[src/rtl/hls_run_controller.sv]
// Multi-run sequencer for an HLS accelerator. Each run holds the accelerator in
// reset, pulses start, measures the latency up to done, applies a watchdog, and
// hands out one result record over a valid/ready handshake.
module hls_run_controller #(
    parameter int unsigned RUN_W      = 8,
    parameter int unsigned CYCLE_W    = 32,
    parameter int unsigned RST_CYCLES = 2
) (
    input  logic               clock,
    input  logic               reset,
    input  logic               cfg_start,
    input  logic [RUN_W-1:0]   cfg_num_runs,
    input  logic [CYCLE_W-1:0] cfg_timeout,
    input  logic               cmp_enable,
    input  logic               cmp_pass,
    output logic               dut_reset,
    output logic               dut_start_port,
    input  logic               dut_done_port,
    output logic               res_valid,
    input  logic               res_ready,
    output logic [1:0]         res_status,
    output logic [CYCLE_W-1:0] res_cycles,
    output logic [RUN_W-1:0]   res_run_idx,
    output logic               busy,
    output logic               all_done
);

    localparam logic [1:0] StsFail    = 2'd0;
    localparam logic [1:0] StsPass    = 2'd1;
    localparam logic [1:0] StsNocmp   = 2'd2;
    localparam logic [1:0] StsTimeout = 2'd3;

    localparam int unsigned RstCntW = (RST_CYCLES > 1) ? $clog2(RST_CYCLES) : 1;
    localparam logic [RstCntW-1:0] RstLast = RstCntW'(RST_CYCLES - 1);

    typedef enum logic [2:0] {
        StIdle,
        StLoad,
        StDutRst,
        StStart,
        StWait,
        StReport,
        StFinish
    } state_e;

    state_e               state_q, state_d;
    logic [RUN_W-1:0]     num_runs_q, num_runs_d;
    logic [CYCLE_W-1:0]   timeout_q, timeout_d;
    logic [RUN_W-1:0]     run_idx_q, run_idx_d;
    logic [CYCLE_W-1:0]   cnt_q, cnt_d;
    logic [RstCntW-1:0]   rst_cnt_q, rst_cnt_d;
    logic [1:0]           status_q, status_d;
    logic [CYCLE_W-1:0]   cycles_q, cycles_d;
    logic                 timed_out_q, timed_out_d;
    logic [1:0]           cmp_status;

    // Status of a run that finished with done, from the compare inputs.
    always_comb begin
        cmp_status = StsFail;
        if (!cmp_enable) begin
            cmp_status = StsNocmp;
        end else if (cmp_pass) begin
            cmp_status = StsPass;
        end
    end

    // Next-state logic for the run sequencer.
    always_comb begin
        state_d     = state_q;
        num_runs_d  = num_runs_q;
        timeout_d   = timeout_q;
        run_idx_d   = run_idx_q;
        cnt_d       = cnt_q;
        rst_cnt_d   = rst_cnt_q;
        status_d    = status_q;
        cycles_d    = cycles_q;
        timed_out_d = timed_out_q;

        unique case (state_q)
            StIdle: begin
                if (cfg_start) begin
                    num_runs_d = cfg_num_runs;
                    timeout_d  = cfg_timeout;
                    state_d    = StLoad;
                end
            end
            // Decide on the latched run count one cycle after acceptance.
            StLoad: begin
                run_idx_d = '0;
                rst_cnt_d = '0;
                state_d   = (num_runs_q == '0) ? StFinish : StDutRst;
            end
            StDutRst: begin
                if (rst_cnt_q == RstLast) begin
                    cnt_d   = CYCLE_W'(1);
                    state_d = StStart;
                end else begin
                    rst_cnt_d = rst_cnt_q + RstCntW'(1);
                end
            end
            StStart: begin
                if (dut_done_port) begin
                    status_d    = cmp_status;
                    cycles_d    = cnt_q;
                    timed_out_d = 1'b0;
                    state_d     = StReport;
                end else begin
                    cnt_d   = cnt_q + CYCLE_W'(1);
                    state_d = StWait;
                end
            end
            StWait: begin
                if (dut_done_port) begin
                    // Done beats a coincident watchdog expiry.
                    status_d    = cmp_status;
                    cycles_d    = cnt_q;
                    timed_out_d = 1'b0;
                    state_d     = StReport;
                end else if (timeout_q != '0 && cnt_q >= timeout_q) begin
                    // >= also catches a limit of 1, which the counter has already passed.
                    status_d    = StsTimeout;
                    cycles_d    = timeout_q;
                    timed_out_d = 1'b1;
                    state_d     = StReport;
                end else if (cnt_q != '1) begin
                    cnt_d = cnt_q + CYCLE_W'(1);
                end
            end
            StReport: begin
                if (res_ready) begin
                    if (run_idx_q == num_runs_q - RUN_W'(1)) begin
                        state_d = StFinish;
                    end else begin
                        run_idx_d = run_idx_q + RUN_W'(1);
                        rst_cnt_d = '0;
                        state_d   = StDutRst;
                    end
                end
            end
            StFinish: begin
                state_d = StIdle;
            end
            default: begin
                state_d = StIdle;
            end
        endcase
    end

    // State and datapath registers.
    always_ff @(posedge clock or negedge reset) begin
        if (!reset) begin
            state_q     <= StIdle;
            num_runs_q  <= '0;
            timeout_q   <= '0;
            run_idx_q   <= '0;
            cnt_q       <= '0;
            rst_cnt_q   <= '0;
            status_q    <= StsFail;
            cycles_q    <= '0;
            timed_out_q <= 1'b0;
        end else begin
            state_q     <= state_d;
            num_runs_q  <= num_runs_d;
            timeout_q   <= timeout_d;
            run_idx_q   <= run_idx_d;
            cnt_q       <= cnt_d;
            rst_cnt_q   <= rst_cnt_d;
            status_q    <= status_d;
            cycles_q    <= cycles_d;
            timed_out_q <= timed_out_d;
        end
    end

    // Outputs decoded from state only, so res_ready never reaches res_valid.
    always_comb begin
        dut_reset      = 1'b0;
        dut_start_port = 1'b0;
        res_valid      = 1'b0;
        busy           = (state_q != StIdle);
        all_done       = 1'b0;
        unique case (state_q)
            StStart: begin
                dut_reset      = 1'b1;
                dut_start_port = 1'b1;
            end
            StWait: begin
                dut_reset = 1'b1;
            end
            StReport: begin
                // A hung accelerator is put back into reset while the record waits.
                dut_reset = !timed_out_q;
                res_valid = 1'b1;
            end
            StFinish: begin
                all_done = 1'b1;
            end
            default: begin
            end
        endcase
    end

    assign res_status  = status_q;
    assign res_cycles  = cycles_q;
    assign res_run_idx = run_idx_q;

endmodule

[config.mk]
export PLATFORM = sky130hd
export DESIGN_NAME = hls_run_controller
export DESIGN_NICKNAME = d
export VERILOG_FILES = /design/src/rtl/hls_run_controller.sv
export SDC_FILE = /design/constraint.sdc
export NUM_CORES = 1
export LEC_CHECK = 0
export BUFFER_PORTS_ARGS = -buffer_cell sky130_fd_sc_hd__buf_2
export CAP_MARGIN = 20
export CORE_MARGIN = 1.5
export CORE_UTILIZATION = 58
export DETAILED_ROUTE_END_ITERATION = 10
export GPL_TIMING_DRIVEN = 0
export PLACE_DENSITY_LB_ADDON = 0.15
export SETUP_SLACK_MARGIN = 0.15
export SYNTH_ARGS = -nofsm -noshare
export SYNTH_HDL_FRONTEND = slang
export SYNTH_SLANG_ARGS = --single-unit
[constraint.sdc]
create_clock -name clock -period 2.8 [get_ports clock]
set_input_delay 0.56 -clock clock [delete_from_list [all_inputs] [get_ports clock]]
set_output_delay 0.56 -clock clock [all_outputs]
set_load 0.01 [all_outputs]
==> results of run 1 <==
## Yosys cell counts (3+ instances only)
cell,count,share of area
xor2_1,5,0.0064
o41ai_1,8,0.010
xnor2_1,7,0.0090
a21oi_1,27,0.020
nor3_1,14,0.010
nand2b_1,8,0.0074
or2_2,3,0.0028
o31ai_1,28,0.031
o211ai_1,3,0.0033
inv_1,44,0.024
nand3_1,28,0.021
clkbuf_1,30,0.017
o31a_1,3,0.0039
nor2_1,29,0.016
o21ai_0,96,0.071
dfrtp_1,119,0.44
mux2i_1,37,0.054
o22a_1,3,0.0039
or4_1,6,0.0066
nor4_1,13,0.012
a31o_2,3,0.0039
mux2_2,8,0.013
a22o_1,3,0.0039
and4_1,4,0.0051
ha_1,36,0.066
nand2_1,116,0.064
and3_1,5,0.0046
a31oi_1,6,0.0055
and2_1,5,0.0046
a21o_1,4,0.0044
buf_2,4,0.0029
nand4_1,15,0.014
## power groups by stage
stage                     sequential, mW  clock (mW)  combinational (mW)
after floorplan                     2.65           0                1.80
after global placement              2.67           0                2.65
after detailed placement            2.69           0                2.76
after CTS                           2.67        2.19                3.06
after global routing                2.81        2.27                4.09
final                               2.75        2.18                3.79
## kinds of logic (layout without fill, tap and decap cells)
family | Yosys count | after routing | synth area share
DFF | 119 | 119 | 0.438
adders and majority gates | 36 | 36 | 0.0662
muxes | 45 | 45 | 0.0677
and+or+nand+nor | 261 | 261 | 0.187
AOI/OAI and AO/OA | 199 | 199 | 0.179
xor gates and xnor gates | 12 | 12 | 0.0154
buffers and inverters | 80 | 239 | 0.0465
## repair_timing
action / CTS / global route
hold buffers: 0 / 0
setup endpoints to repair: 81 / 74
pin swaps: 8 / 39
resized for setup: 70 / 163
setup buffers: 16 / 11
cloned: 1 / 7
## area by class of cell
type	instances	area, µm²	area share
Clock buffer	20	467	0.0511
Sequential cell	119	3000	0.328
Inverter	44	165	0.0181
Multi-Input combinational cell	553	4040	0.442
Clock inverter	11	125	0.0137
Tap cell	143	179	0.0196
Timing Repair Buffer	128	863	0.0945
Buffer	36	304	0.0333
## metal layers
layer / global-route usage / routed length [µm]
met1: 0.432 / 8730
met2: 0.535 / 10400
met3: 0.0962 / 1750
met4: 0.146 / 713
met5: 0 / 0
## worst max-delay path, delay by kind of cell, from the launching register on
kind	cells	cell delay [ps]
simple gates	4	1060
compound gates	3	430
flops	1	400
buf+inv	3	400
fa+ha+maj	1	290
## metrics by stage
step / power [mW] / setup WS, ps / hold WS, ps
3_5_place_dp: 5.45 / -325 / 465
2_1_floorplan: 4.45 / 250 / 264
5_1_grt: 9.17 / 32.0 / 133
4_1_cts: 7.91 / 68.0 / 119
3_3_place_gp: 5.32 / -328 / 458
6_report: 8.72 / 86.6 / 105
## final timing paths
check                                      from              to
worst max-delay path              timeout_q[15]   res_cycles[5]
worst min-delay path                      reset  res_cycles[26]
worst max register to register    timeout_q[15]   res_cycles[5]
worst min register to register   res_cycles[22]  res_cycles[22]
max in group asynchronous                 reset        cnt_q[8]
min in group clock              cfg_timeout[23]   timeout_q[23]
## sequential cells by signal, summed over array words and instances (netlist names)
signal	count
cnt_q	32
res_run_idx	8
timeout_q	32
num_runs_q	8
res_status	2
state_q	3
timed_out_q	1
rst_cnt_q	1
res_cycles	32
==> flow_metrics.env, run 1 <==
export IMPL_status="completed"
export IMPL_cts_sinks=119
export IMPL_synth_edf_count=0
export IMPL_final_max_slew_viol_count=0
export IMPL_async_flop_share=1.00
export IMPL_vdd_drop_max_uv=768
export IMPL_hold_viol=0
export IMPL_drt_vias_per_instance=6.34
export IMPL_routedWlPerCell_um=20.5
export IMPL_antenna_found_initial=0
export IMPL_nFillCells=741
export IMPL_antenna_cells=0
export IMPL_synth_seq_cells=119
export IMPL_fmax_mhz=369
export IMPL_grt_pass1_vias=6467
export IMPL_crit_type="flip-flop to flip-flop"
export IMPL_dp_cells=988
export IMPL_synth_yosys_seq_area_share=0.438
export IMPL_cap_violations=0
export IMPL_synth_cells=752
export IMPL_pin_count=94
export IMPL_mostFrequentLayoutCells="dfrtp_1 (105), buf_2 (94), nand2_1 (88)"
export IMPL_place_congestion=0.916
export IMPL_period_needed_ps=2710
export IMPL_track_usage=0.337
export IMPL_synthDistinctLibCells=58
export IMPL_fin_skew_ps=9.55
export IMPL_critical_path_max_stage_delay_ps=540
export IMPL_clock_power_share=0.250
export IMPL_drtPass1Iterations=5
export IMPL_drive_above_1_share=0.336
export IMPL_final_cell_area_um2=9140
export IMPL_endpoint_kind="flip-flop"
export IMPL_place_area_um2=7480
export IMPL_clock_path_buffers=2
export IMPL_rsz0062_at_grt="true"
export IMPL_worst_slew_pin_slew_ps=789
export IMPL_hp_class="primary input to asynchronous set/reset pin"
export IMPL_cts_buffers=17
export IMPL_powerDensity_nw_per_um2=955
export IMPL_initial_utilization=0.596
export IMPL_tns_ps=0
export IMPL_seqPwrFrac=0.316
export IMPL_overflow=0
export IMPL_final_common_cell="dfrtp_1"
export IMPL_fin_cells=1054
export IMPL_cts_root_buf="clkbuf_16"
export IMPL_path_cells="inv_2 > ha_4 > and4_4 > o211ai_1 > or4_4 > a31o_4 > and3_4 > buf_12 > clkbuf_16 > nand2_2 > o21ai_1"
export IMPL_die_area_um2=12400
export IMPL_htreeDepth=4
export IMPL_route_detailed_drc=0
export IMPL_chipHeight_um=111
export IMPL_fp_coreArea_um2=11400
export IMPL_worst_setup_path_start_kind="flip-flop"
export IMPL_portBuffers=92
export IMPL_path_clk_slew_ps=60
export IMPL_leakagePower_nw=4.03
export IMPL_slew_headroom=0.474
export IMPL_grt_max_degree=62
export IMPL_die_width_um=111
export IMPL_vias=6679
export IMPL_crit_fanout=5
export IMPL_required_ps=3110
export IMPL_postRouteAntennaNets=0
export IMPL_yosysWarnings=0
export IMPL_final_util=0.800
export IMPL_pwr_share_comb=0.434
export IMPL_switchingPower_mw=3.55
export IMPL_period_share=0.969
export IMPL_syn_num_nets=835
export IMPL_grt_pass1_wl_um=32500
export IMPL_rr_worst_depth=11
export IMPL_rows=39
export IMPL_nNetsFinal=982
export IMPL_netlist_area_um2=6810
export IMPL_wirelength_um=21600
export IMPL_drt_iter0_drc=552
export IMPL_syn_to_final_growth_pct=34.2
export IMPL_worstPathArrival_ps=3020
export IMPL_clock_latency_ps=430
export IMPL_syn_area_per_cell_um2=9.05
export IMPL_tritoncts="built"
export IMPL_synthFlopType="dfrtp_1"
export IMPL_hpwlAfterDp_um=13900
export IMPL_r2r_slack_ps=90
export IMPL_setup_viol=0
export IMPL_swShare=0.407
export IMPL_slowest_stage="or4_4"
export IMPL_power_internal_mw=5.17
No activity file was read; power rests on OpenSTA's default activity.
==> run 2: changes to the inputs <==
--- a/config.mk
+++ b/config.mk
@@ -12,7 +12,7 @@
 export DETAILED_ROUTE_END_ITERATION = 10
 export GPL_TIMING_DRIVEN = 0
 export PLACE_DENSITY_LB_ADDON = 0.15
-export SETUP_SLACK_MARGIN = 0.15
+export SETUP_SLACK_MARGIN = 0.05
 export SYNTH_ARGS = -nofsm -noshare
 export SYNTH_HDL_FRONTEND = slang
 export SYNTH_SLANG_ARGS = --single-unit
==> flow_metrics.env, run 2 (synthesized netlist as in run 1, its figures left out) <==
export IMPL_pin_count=94
export IMPL_period_needed_ps=2710
export IMPL_place_area_um2=7480
export IMPL_portBuffers=92
export IMPL_chipHeight_um=111
export IMPL_place_congestion=0.916
export IMPL_hp_class="primary input to asynchronous set/reset pin"
export IMPL_leakagePower_nw=3.72
export IMPL_nFillCells=880
export IMPL_htreeDepth=4
export IMPL_die_width_um=111
export IMPL_hpwlAfterDp_um=13900
export IMPL_cts_buffers=17
export IMPL_period_share=0.969
export IMPL_drtPass1Iterations=5
export IMPL_overflow=0
export IMPL_drt_vias_per_instance=6.24
export IMPL_status="completed"
export IMPL_track_usage=0.325
export IMPL_final_cell_area_um2=8370
export IMPL_postRouteAntennaNets=0
export IMPL_nNetsFinal=955
export IMPL_vdd_drop_max_uv=711
export IMPL_final_common_cell="nand2_1"
export IMPL_multiInputGateArea_um2=3670
export IMPL_final_max_slew_viol_count=0
export IMPL_required_ps=3130
export IMPL_worst_slew_pin_slew_ps=825
export IMPL_fin_skew_ps=9.89
export IMPL_setup_ws_ps=86.7
export IMPL_routedWlPerCell_um=19.1
export IMPL_mostFrequentLayoutCells="nand2_1 (115), dfrtp_1 (112), buf_2 (98)"
export IMPL_hold_viol=0
export IMPL_antenna_cells=0
export IMPL_register_area_um2=2990
export IMPL_slew_headroom=0.450
export IMPL_drive_above_1_share=0.234
export IMPL_fmax_mhz=369
export IMPL_tns_ps=0
export IMPL_tritoncts="built"
export IMPL_clock_path_buffers=2
export IMPL_worst_setup_path_start_kind="flip-flop"
export IMPL_grt_max_degree=62
export IMPL_worstPathArrival_ps=3040
export IMPL_powerDensity_nw_per_um2=948
export IMPL_cap_violations=0
export IMPL_grt_pass1_wl_um=31600
export IMPL_rsz0062_at_grt="true"
export IMPL_place_ws_ps=-325
export IMPL_die_area_um2=12400
export IMPL_crit_type="flip-flop to flip-flop"
export IMPL_dp_cells=988
export IMPL_path_clk_slew_ps=60
export IMPL_cts_root_buf="clkbuf_16"
export IMPL_rr_worst_depth=8
export IMPL_vias=6406
export IMPL_drt_iter0_drc=568
export IMPL_wirelength_um=19600
export IMPL_grt_pass1_vias=6303
export IMPL_syn_to_final_growth_pct=23.0
export IMPL_rr_startpoint="cnt_q[12]"
export IMPL_crit_fanout=8
export IMPL_rows=39
export IMPL_setup_viol=0
export IMPL_r2r_end="state_q[0]"
export IMPL_endpoint_kind="flip-flop"
export IMPL_route_detailed_drc=0
export IMPL_fin_cells=1027
export IMPL_fp_coreArea_um2=11400
export IMPL_r2r_slack_ps=90
export IMPL_initial_utilization=0.596
export IMPL_final_util=0.733
export IMPL_clock_latency_ps=420
export IMPL_antenna_found_initial=0
export IMPL_cts_sinks=119
## run 2: changes by cell type in the layout (fill, tap and decap cells not counted), sizes merged
cell	before	now
buf	139	112
## run 2: worst max-delay path by stage
stage                      to    startpoint  cells past startpoint
2_1_floorplan       cnt_q[19]     cnt_q[13]                      9
3_3_place_gp         cnt_q[7]      cnt_q[1]                     10
3_5_place_dp   res_cycles[24]  timeout_q[7]                      8
4_1_cts         res_cycles[8]     cnt_q[12]                      8
5_1_grt             cnt_q[12]      cnt_q[0]                     10
6_report           state_q[0]     cnt_q[12]                      8
## run 2: power breakdown
part | switching (mW) | internal (mW) | leakage [nW]
logic | 1.89 | 1.17 | 1.88
clock network | 0.798 | 1.37 | 0.276
registers | 0.488 | 2.22 | 1.56
## run 2: metrics by stage
step	hold slack [ps]	power (mW)
after floorplan	264	4.45
after global placement	458	5.32
after detailed placement	465	5.45
after CTS	119	7.76
after global routing	132	8.41
final	99.5	7.94
## run 2: final cells by class
cell class,count,area share
Multi-Input combinational cell,553,0.439
Sequential cell,119,0.357
Timing Repair Buffer,103,0.0701
Clock buffer,20,0.0558
Buffer,34,0.0223
Tap cell,143,0.0214
Inverter,44,0.0197
Clock inverter,11,0.0149
## run 2: layer usage
layer	track usage	vias up	part of all wire
met4	0.142	0	0.030
met2	0.519	287	0.47
li1	-	2970	-
met5	0	-	0
met3	0.0749	48	0.075
met1	0.428	3101	0.42
## run 2: worst max-delay path: stages, from the launching register on
cell      delay, ps
dfrtp_1         470
ha_1            310
and4_4          230
o211ai_1        100
or4_4           540
and3_1          220
o22ai_1         380
o21ai_0         150
o31ai_1         210
## run 2: what timing repair did
| action | in CTS | in global routing |
|---|---|---|
| setup buffers | 1 | 8 |
| gates resized for setup | 37 | 35 |
| setup endpoints to repair | 72 | 68 |
| hold buffers | 0 | 0 |
| pin swaps | 1 | 7 |
| cloned | 0 | 1 |
| endpoints found under the hold margin | 0 | 0 |
